`config.mk`:
```
export PLATFORM = sky130hd
export DESIGN_NAME = inst_fetch_ctrl
export DESIGN_NICKNAME = d
export VERILOG_FILES = /design/src/rtl/inst_fetch_ctrl_pkg.sv /design/src/rtl/inst_fetch_ctrl.sv
export SDC_FILE = /design/constraint.sdc
export NUM_CORES = 1
export LEC_CHECK = 0
export BUFFER_PORTS_ARGS = -buffer_cell sky130_fd_sc_hd__buf_2
export CAP_MARGIN = 15
export CELL_PAD_IN_SITES_DETAIL_PLACEMENT = 1
export CELL_PAD_IN_SITES_GLOBAL_PLACEMENT = 1
export CORE_ASPECT_RATIO = 0.6
export CORE_UTILIZATION = 43
export CTS_BUF_LIST = sky130_fd_sc_hd__clkbuf_8
export CTS_CLUSTER_SIZE = 10
export DETAILED_ROUTE_END_ITERATION = 8
export MAX_ROUTING_LAYER = met4
export PLACE_DENSITY_LB_ADDON = 0.1
export SLEW_MARGIN = 10
export SYNTH_ARGS = -nofsm -noshare
export SYNTH_HDL_FRONTEND = slang
export SYNTH_SLANG_ARGS = --single-unit
```
`constraint.sdc`:
```
create_clock -name clk -period 2.95 [get_ports clk]
set_clock_uncertainty 0.2 [all_clocks]
set_input_delay 0 -clock clk [delete_from_list [all_inputs] [get_ports clk]]
set_output_delay 0 -clock clk [all_outputs]
set_load 0.02 [all_outputs]
```
`src/rtl/inst_fetch_ctrl_pkg.sv`:
```
// Shared widths, reset address, AXI-Lite constants and fetch state encodings
// for the instruction fetch controller.
package inst_fetch_ctrl_pkg;

  localparam int INST_ADDR_BUS = 32;
  localparam int INST_DATA_BUS = 32;

  localparam logic [INST_DATA_BUS-1:0] ZEROWORD     = '0;
  localparam logic [INST_ADDR_BUS-1:0] RESET_PC_DEF = 32'hBFC0_0000;

  localparam logic [1:0] AXI_RESP_OKAY = 2'b00;
  localparam logic [2:0] AXI_PROT_INST = 3'b100;

  localparam logic [1:0] FETCH_REQ  = 2'd0;
  localparam logic [1:0] FETCH_WAIT = 2'd1;
  localparam logic [1:0] FETCH_HALT = 2'd2;

endpackage

```
`src/rtl/inst_fetch_ctrl.sv`:
```
// Instruction fetch sequencer: one outstanding AXI-Lite read, a one-entry
// IF/ID output buffer, and redirect handling that discards stale responses.
module inst_fetch_ctrl
  import inst_fetch_ctrl_pkg::*;
#(
  parameter int                 ADDR_W   = INST_ADDR_BUS,
  parameter int                 DATA_W   = INST_DATA_BUS,
  parameter logic [ADDR_W-1:0]  RESET_PC = RESET_PC_DEF
) (
  input  logic              clk,
  input  logic              rst,
  input  logic              redirect_valid,
  input  logic [ADDR_W-1:0] redirect_pc,
  input  logic              id_stall,
  output logic              m_arvalid,
  input  logic              m_arready,
  output logic [ADDR_W-1:0] m_araddr,
  output logic [2:0]        m_arprot,
  input  logic              m_rvalid,
  output logic              m_rready,
  input  logic [DATA_W-1:0] m_rdata,
  input  logic [1:0]        m_rresp,
  output logic              if_valid,
  output logic [ADDR_W-1:0] if_pc,
  output logic [DATA_W-1:0] if_inst,
  output logic              if_err
);

  logic [1:0]        state_q, state_d;
  logic [ADDR_W-1:0] pc_q, pc_d;
  logic [ADDR_W-1:0] fetch_addr_q, fetch_addr_d;
  logic              drop_q, drop_d;
  logic              if_valid_q, if_valid_d;
  logic [ADDR_W-1:0] if_pc_q, if_pc_d;
  logic [DATA_W-1:0] if_inst_q, if_inst_d;
  logic              if_err_q, if_err_d;

  logic              r_hs;
  logic              discard;
  logic              load;
  logic              resp_err;
  logic [ADDR_W-1:0] base;

  // Gate AR valid with reset so nothing is requested while the core is held.
  assign m_arvalid = rst && (state_q == FETCH_REQ);
  assign m_araddr  = fetch_addr_q;
  assign m_arprot  = AXI_PROT_INST;
  // Accept R when the buffer is empty, draining this cycle, or data is dropped.
  assign m_rready  = (state_q == FETCH_WAIT) && (drop_q || !if_valid_q || !id_stall);

  assign r_hs     = m_rvalid && m_rready;
  assign discard  = drop_q || redirect_valid;
  assign load     = r_hs && !discard;
  assign resp_err = (m_rresp != AXI_RESP_OKAY);
  assign base     = redirect_valid ? redirect_pc : pc_q;

  assign if_valid = if_valid_q;
  assign if_pc    = if_pc_q;
  assign if_inst  = if_inst_q;
  assign if_err   = if_err_q;

  always_comb begin
    state_d      = state_q;
    pc_d         = pc_q;
    fetch_addr_d = fetch_addr_q;
    drop_d       = drop_q;
    case (state_q)
      FETCH_REQ: begin
        // The pending AR keeps its old address; its response is discarded later.
        if (redirect_valid) begin
          pc_d   = redirect_pc;
          drop_d = 1'b1;
        end
        if (m_arready) state_d = FETCH_WAIT;
      end
      FETCH_WAIT: begin
        if (r_hs) begin
          if (discard) drop_d = 1'b0;
          fetch_addr_d = base;
          pc_d         = base + ADDR_W'(4);
          state_d      = (load && resp_err) ? FETCH_HALT : FETCH_REQ;
        end else if (redirect_valid) begin
          pc_d   = redirect_pc;
          drop_d = 1'b1;
        end
      end
      FETCH_HALT: begin
        if (redirect_valid) begin
          fetch_addr_d = redirect_pc;
          pc_d         = redirect_pc + ADDR_W'(4);
          state_d      = FETCH_REQ;
        end
      end
      default: state_d = FETCH_REQ;
    endcase
  end

  always_ff @(posedge clk or negedge rst) begin
    if (!rst) begin
      state_q      <= FETCH_REQ;
      fetch_addr_q <= RESET_PC;
      pc_q         <= RESET_PC + ADDR_W'(4);
      drop_q       <= 1'b0;
    end else begin
      state_q      <= state_d;
      fetch_addr_q <= fetch_addr_d;
      pc_q         <= pc_d;
      drop_q       <= drop_d;
    end
  end

  always_comb begin
    if_valid_d = if_valid_q;
    if_pc_d    = if_pc_q;
    if_inst_d  = if_inst_q;
    if_err_d   = if_err_q;
    if (if_valid_q && !id_stall) if_valid_d = 1'b0;
    if (load) begin
      if_valid_d = 1'b1;
      if_pc_d    = fetch_addr_q;
      if_inst_d  = m_rdata;
      if_err_d   = resp_err;
    end
    // A redirect flushes the buffer and wins over any load.
    if (redirect_valid) if_valid_d = 1'b0;
  end

  always_ff @(posedge clk or negedge rst) begin
    if (!rst) begin
      if_valid_q <= 1'b0;
      if_pc_q    <= '0;
      if_inst_q  <= '0;
      if_err_q   <= 1'b0;
    end else begin
      if_valid_q <= if_valid_d;
      if_pc_q    <= if_pc_d;
      if_inst_q  <= if_inst_d;
      if_err_q   <= if_err_d;
    end
  end

endmodule
```
== Yosys cells after proc, flatten, opt, wreduce, memory -nomap -nowiden ==
Index checks and enable logic that the tools add are counted.
Word-level totals
  register bits after elaboration: 133
  input bits: 72
  output and inout port bits: 103
  logic and storage cells: 57
Operators by class
  add/sub/neg operators: 2
  eq/ne operators: 6
  mux-type cells: 19
  reductions and logical operators: 22
Operators by type and width (count)
  32-bit 2-to-1 mux: 5
  32-bit case mux with 3 select lines: 1
  32-bit by 3-bit adder with 32-bit output (second input constant): 2
  32-bit case mux with 2 select lines: 1
  2-bit 2-to-1 mux: 4
  1-bit logical AND: 6
  1-bit 2-to-1 mux: 6
  2-bit != test (second input constant): 3
  2-bit case mux with 3 select lines: 1
  3-bit AND reduction: 2
  2-bit nonzero test: 3
  3-bit nonzero test: 2
  2-bit AND reduction: 2
  1-bit logical NOT: 3
  1-bit logical OR: 3
  3-bit != test (second input constant): 1
  2-bit by 1-bit == test with 1-bit output (second input constant): 1
  2-bit == test (second input constant): 1
  2-bit logical NOT: 1
  1-bit case mux with 2 select lines: 1

== Depth between registers and ports, before layout ==
Gate-level depths: netlist of run 1.
  depth in word-level cells: 10
  gate-level depth with buffers: 12
  depth with buffers taken out: 8

== Worst setup path before layout of run 1 ==
No wires, ideal clock.
  path type: reg-to-reg
  start point: reg state_q[1]
  end point: reg pc_q[24]
  library setup time: 0.064 ns
  arrival time: 2.270 ns
  data required time: 2.686 ns
  path slack: 0.415 ns
  stages on the path, launching flop included: 11
  buffers on the path: 2
  period minus slack after synthesis: 2.535 ns
  cell sequence: dfrtp_1 -> inv_1 -> ha_1 -> buf_2 -> and2_1 -> and2_1 -> clkdlybuf4s15_1 -> o2111ai_1 -> nor3_1 -> mux2_2 -> nand3_1
On the way
  cells in the longest elaborated chain, start to end: 5
  elaborated cells between the ends (all ways): 10
  classes of those cells: eq/ne: 3; mux: 2; reduce/logical: 5
RTL lines
  from (decl): line inst_fetch_ctrl.sv:29  | logic [1:0] state_q, state_d;
  from (signal assigned): line inst_fetch_ctrl.sv:105  | state_q <= state_d;
  2-bit by 1-bit == test with 1-bit output: line inst_fetch_ctrl.sv:49, inst_fetch_ctrl.sv:67
  1-bit logical AND: line inst_fetch_ctrl.sv:49  | assign m_rready = (state_q == FETCH_WAIT) && (drop_q || !if_valid_q || !id_stall);
  1-bit logical AND: line inst_fetch_ctrl.sv:51  | assign r_hs = m_rvalid && m_rready;
  32-bit 2-to-1 mux: line inst_fetch_ctrl.sv:77  | if (r_hs) begin
  32-bit case mux with 3 select lines: line inst_fetch_ctrl.sv:67  | case (state_q)
  to (signal assigned): line inst_fetch_ctrl.sv:102  | pc_q <= RESET_PC + ADDR_W'(4);
  to (signal assigned): line inst_fetch_ctrl.sv:107  | pc_q <= pc_d;
  to (decl): line inst_fetch_ctrl.sv:30  | logic [ADDR_W-1:0] pc_q, pc_d;
Several ways; a longest one is shown, not always the timed one.
A chain may end at the register's enable or synchronous reset.

== Worst setup path in the final report of run 1 ==
  start point: reg state_q[1]
  end point: reg pc_q[25]
Same word-level chain as after synthesis.

==> impl_metrics.toml, run 1 <==
[synthesis]
synth_top_cell_by_area = "dfrtp_1"
synth_area_um2 = 7790
netlist_instances = 810
synthArstFlopShare_pct = 100
seq_area_frac_synth_pct = 43.0
synth.area.top_cells = "dfrtp_1 (37%), mux2_2 (11%), dfstp_2 (6.4%)"
synth-seq-cells = 133
synth.top_cell.area_share_pct = 36.6
yosysWarnings = 0
synth_area_per_cell_um2 = 9.62
synth_edf_count = 0
synth_ff_type = "dfrtp_1"
yosysUniqueCellTypes = 80

[sta]
hold_viol = 0
min_period_over_period_pct = 93.5
finalSetupTns_ns = 0
fin_ws_ns = 0.193
rsz0062_at_grt = "no"
maxSlewHeadroom_pct = 55.7
period_minus_slack_ns = 2.76
whs_ns = 0.0257
fmax_ghz = 0.363
final_max_slew_viol_count = 0
finalSetupViolations = 0
worst-slew-pin-transition_ns = 0.646

[critical_path]
required_ns = 3.14
worstPathCellList = "inv_1, ha_1, and2_1, and2_1, nand4_1, buf_4, o31a_1, nor3_1, o221a_2"
worst_setup_path_start_kind = "flip-flop"
cp_slowest_cell = "dfrtp_1"
slowest_delay_ns = 0.41
crit_fanout = 8
cp-end-kind = "flip-flop"
path_class = "flip-flop to flip-flop"
worstPathArrival_ns = 2.94
critPathMostFrequentCell = "and2_1"

[layout]
antenna_cells = 0
utilization_pct = 57.8
layout.cells.most_common = "buf_2"
nNetsFinal = 1116
drive_above_1_share_pct = 33.4
final_cell_mix = "buf_2 (170), dfrtp_1 (114), mux2_2 (75)"
area_delta_synth_final_pct = 29.2

[cts]
cts_tree = "built"
clock-sinks = 133
cts-htree-levels = 4
clk_pin_slew_ns = 0.10
cts-root-buf = "clkbuf_8"
cts_buffers = 17
clk_path_buf_depth = 2
clk_latency_ns = 0.45

[die]
die_width_um = 176
ios = 175
fp.dieH_um = 106
core_area_um2 = 17400
fp-row-count = 37
start_util_pct = 44.8
dieArea_um2 = 18700

[power_and_ir_drop]
p_leak_nw = 4.55
ir_drop_mv = 0.489
power_density_nw_per_um2 = 1050
finalPower_w = 0.0106

[place]
io_buffers = 171
dp.final_hpwl_um = 19600
gp_congestion = 0.930
dp_worst_setup_slack_ns = 0.258

[drt]
post_drt_wl_per_cell_um = 23.2
postRouteAntennaNets = 0
totalWireLength_um = 29900
vias = 7768
drc = 0
first_pass_iters = 5
first_iter_violations = 591
routed_via_density = 6.04

[global_routing]
grt_max_degree = 68
grt_pass1_wl_um = 46100
grt_pass1_vias = 8172
antenna_found_initial = 0
grt_overflow_total = 0
grt_usage_pct = 33.2

[flow_run]
maxCapViolations = 0

[run_status]
outcome = "finished clean"

[min_path]
hp-class = "primary input to asynchronous set/reset pin"
==> power breakdown <==
| group | total, W | internal (W) | switching (W) |
|---|---|---|---|
| combinational | 0.00539 | 0.00195 | 0.00344 |
| sequential | 0.00355 | 0.00284 | 0.000717 |
| clock | 0.00165 | 0.000777 | 0.000870 |
| total | 0.0106 | 0.00556 | 0.00503 |
==> logic make-up after synthesis <==
| kind of cell | after synthesis | share of synthesized area [%] |
|---|---|---|
| compound gates | 202 | 16.2 |
| xor+xnor | 27 | 3.03 |
| fa+ha+maj | 5 | 0.803 |
| buf+inv | 73 | 4.42 |
| flops | 133 | 43.0 |
| mux | 115 | 16.0 |
| other cells | 2 | 0.0964 |
| simple gates | 253 | 16.5 |
==> sequential cells by signal, indices dropped and copies added, names as in the netlist <==
register and flops:
if_err 1, if_valid 1, m_araddr 32, if_inst 32, pc_q 32, if_pc 32, drop_q 1, state_q 2
==> cell usage after synthesis, drive strengths merged (3+ instances only) <==
master / n
clkbuf: 45
nand2b: 6
and2: 8
a31oi: 11
dfstp: 19
o22ai: 5
nor2: 61
mux2: 75
nor3: 13
o31ai: 8
nand2: 69
a21oi: 64
xor2: 7
mux2i: 40
xnor2: 20
o311ai: 3
and4: 8
nor4: 6
nand3b: 5
nand4b: 3
a221oi: 6
a22o: 3
buf: 18
a21o: 5
dfrtp: 114
or3: 3
nand4: 22
nand3: 34
and3: 4
o21ai: 63
ha: 5
inv: 9
==> worst max-delay path: cells and delay by family, from the launching register on <==
family | cells | cell delay, ns
AOI/OAI and AO/OA | 2 | 0.48
DFF | 1 | 0.41
adders and majority gates | 1 | 0.19
and+or+nand+nor | 4 | 1.05
buffers and inverters | 2 | 0.38
==> cell type report <==
class	instances	area, um2
clock buffers	17	234
fillers	2042	7340
inverters	9	33.8
well taps	234	293
flip-flops and latches	133	3350
multi-input cells	605	4120
repair buffers	273	1860
clock inverters	15	170
==> per-layer routing <==
layer | up-vias | share of wire [%] | track usage, % | wire length [um]
li1 | 3414 | - | - | -
met1 | 3974 | 42 | 42.2 | 12700
met2 | 329 | 48 | 52.3 | 14300
met3 | 51 | 7.3 | 6.83 | 2180
met4 | 0 | 2.6 | 12.4 | 788
met5 | - | 0 | - | 0
==> final timing paths <==
| kind | depth (start not counted) | from | slack [ns] | to |
|---|---|---|---|---|
| max | 9 | state_q[1]$_DFFE_PN0P_ | 0.19 | pc_q[25]$_DFFE_PN1P_ |
| min | 2 | rst | 0.03 | pc_q[22]$_DFFE_PN1P_ |
| max reg2reg | 9 | state_q[1]$_DFFE_PN0P_ | 0.19 | pc_q[25]$_DFFE_PN1P_ |
| min reg2reg | 2 | m_araddr[27]$_DFFE_PN1P_ | 0.30 | m_araddr[27]$_DFFE_PN1P_ |
| max in group asynchronous | 3 | rst | 2.02 | m_araddr[9]$_DFFE_PN0P_ |
| min in group clk | 3 | redirect_valid | 0.09 | if_valid$_DFFE_PN0P_ |
==> repair_timing <==
| action | CTS | global route |
|---|---|---|
| hold buffers | 72 | 0 |
| endpoints found under the setup margin | 0 | 2 |
| buffers inserted | 0 | 0 |
| endpoints found under the hold margin | 227 | 0 |
| gates resized for setup | 0 | 2 |
==> metrics by stage <==
| stage | area (um2) | instances |
|---|---|---|
| after floorplan | 7800 | 811 |
| after global placement | 8890 | 1180 |
| after global routing | 10100 | 1286 |
| final | 10100 | 1286 |
| after CTS | 10000 | 1284 |
| after detailed placement | 8890 | 1180 |
Power figures use the tool's default switching activity.
==> run 2, diff against run 1 <==
- CORE_UTILIZATION: 43 -> 31
==> run 2 against run 1 <==
  * The flow now finishes with violations (design-rule violations)
  * Critical path type unchanged
  * Worst setup slack worse by 0.010 ns
  * Final cell count up 7.2%
  * Wire length down 2.8%
  * Clock-buffer cell count unchanged
  * Die area up 38%
  * Design area up 1.3%
  * Largest cell class unchanged
  * Maximum frequency down 0.37%
  * Core utilization down 16 points
  * Critical path depth unchanged
  * Sequential share of layout area down 0.44 points
  * Sequential power down 2%
  * Combinational power down 2%
==> impl_metrics.toml, run 2 (same netlist as run 1, synthesis figures left out) <==
[critical_path]
worstPathCellList = "inv_1, ha_1, and2_1, nand2_1, nor3_2, buf_12, o21a_1, dlygate4sd3_1, mux2_2"
cp_slowest_cell = "dlygate4sd3_1"
path_delay_family = "buffers and inverters"
worstPathArrival_ns = 2.99
worst_setup_path_start_kind = "flip-flop"
crit_fanout = 67
slowest_delay_ns = 0.59
path_class = "flip-flop to flip-flop"
required_ns = 3.17
critPathBufInv = 3
cp-end-kind = "flip-flop"

[cts]
cts_buffers = 17
cts-root-buf = "clkbuf_8"
cts_resized = 0
cts_tree = "built"
clk_path_buf_depth = 2
clk_pin_slew_ns = 0.09
cts-htree-levels = 4
hold_buffers = 73
clock-sinks = 133
post-cts-setup-buffer-count = 0
clk_latency_ns = 0.48

[drt]
first_iter_violations = 413
postRouteAntennaNets = 0
totalWireLength_um = 29100
first_pass_iters = 6
drc = 5
vias = 7351
post_drt_wl_per_cell_um = 21.1
routed_via_density = 5.33

[place]
io_buffers = 171
gp_congestion = 0.851
dp_cells = 1273
dp.final_hpwl_um = 20700

[layout]
area_delta_synth_final_pct = 30.9
final_cell_mix = "buf_2 (170), dfrtp_1 (114), mux2_2 (75)"
layout.cells.most_common = "buf_2"
antenna_cells = 0
nNetsFinal = 1120
drive_above_1_share_pct = 33.6
instances_no_fill = 1378

[global_routing]
grt_max_degree = 68
grt_overflow_total = 0
grt_usage_pct = 24.0
antenna_found_initial = 0
grt_pass1_wl_um = 45400
grt_pass1_vias = 7527

[power_and_ir_drop]
power_density_nw_per_um2 = 1020
ir_drop_mv = 0.548
p_leak_nw = 4.55

[min_path]
hp-class = "primary input to flip-flop"

[die]
core_area_um2 = 24400
start_util_pct = 31.9
dieArea_um2 = 25800
die_width_um = 207
fp.dieH_um = 125
ios = 175
fp-row-count = 44

[sta]
worst-slew-pin-transition_ns = 0.626
finalSetupTns_ns = 0
rsz0062_at_grt = "no"
final_max_slew_viol_count = 0
finalSetupViolations = 0
fmax_ghz = 0.361
maxSlewHeadroom_pct = 57.1
period_minus_slack_ns = 2.77
hold_viol = 0
min_period_over_period_pct = 93.8

[flow_run]
maxCapViolations = 0

[run_status]
outcome = "complete, but fails checks"
violations = "design-rule violations"
-- run 2: metal layers --
layer  up-vias  track usage (%)  part of all wire [%]
li1       3420                -                     -
met5         -                -                     0
met4         0             5.80                   1.2
met2       206             33.7                    43
met1      3699             34.8                    50
met3        26             4.84                   5.2
-- run 2: path summary, 6_finish.rpt --
| check | cells past startpoint | to | start | slack (ns) |
|---|---|---|---|---|
| setup / recovery | 9 | state_q[1]$_DFFE_PN0P_ | state_q[1]$_DFFE_PN0P_ | 0.18 |
| hold / removal | 5 | drop_q$_DFFE_PN0P_ | m_rvalid | 0.05 |
| setup reg to reg | 9 | state_q[1]$_DFFE_PN0P_ | state_q[1]$_DFFE_PN0P_ | 0.18 |
| hold reg to reg | 2 | m_araddr[28]$_DFFE_PN1P_ | m_araddr[28]$_DFFE_PN1P_ | 0.29 |
| max in group asynchronous | 4 | m_araddr[27]$_DFFE_PN1P_ | rst | 1.54 |
| min in group asynchronous | 3 | pc_q[24]$_DFFE_PN1P_ | rst | 0.51 |
-- run 2: power by group --
part           leakage (nW)  switching (W)  total (W)  internal (W)
logic                  2.76        0.00332    0.00528       0.00197
clock network         0.192       0.000860    0.00163      0.000769
registers              1.60       0.000646    0.00348       0.00284
-- run 2: cell type report --
cell class	instances	area (um2)
clock buffer	17	234
sequential	133	3350
tap	322	403
multi-input combinational	605	4110
timing repair buffer	277	1900
inverter	9	33.8
clock inverter	15	168
fill	2856	14200
-- run 2: stage by stage --
step | worst slack (ns) | instance area [um2] | hold WS, ns | total power [W] | util (%)
detailed placement | 0.280 | 9050 | -0.179 | 0.00872 | 37.0
global route | 0.0307 | 10200 | 0.0651 | 0.0111 | 41.7
global placement | 0.301 | 9050 | -0.183 | 0.00866 | 37.0
floorplan | 0.415 | 7800 | -0.496 | 0.00674 | -
finish | 0.183 | 10200 | 0.0452 | 0.0104 | 41.7
CTS | 0.184 | 10200 | 0.00348 | 0.0105 | 41.7
-- run 2: worst register-to-register path, stage by stage (launching register included) --
cell and delay, ns:
dfrtp_1 0.41, inv_1 0.08, ha_1 0.17, and2_1 0.21, nand2_1 0.14, nor3_2 0.20, buf_12 0.36, o21a_1 0.19
dlygate4sd3_1 0.59, mux2_2 0.16
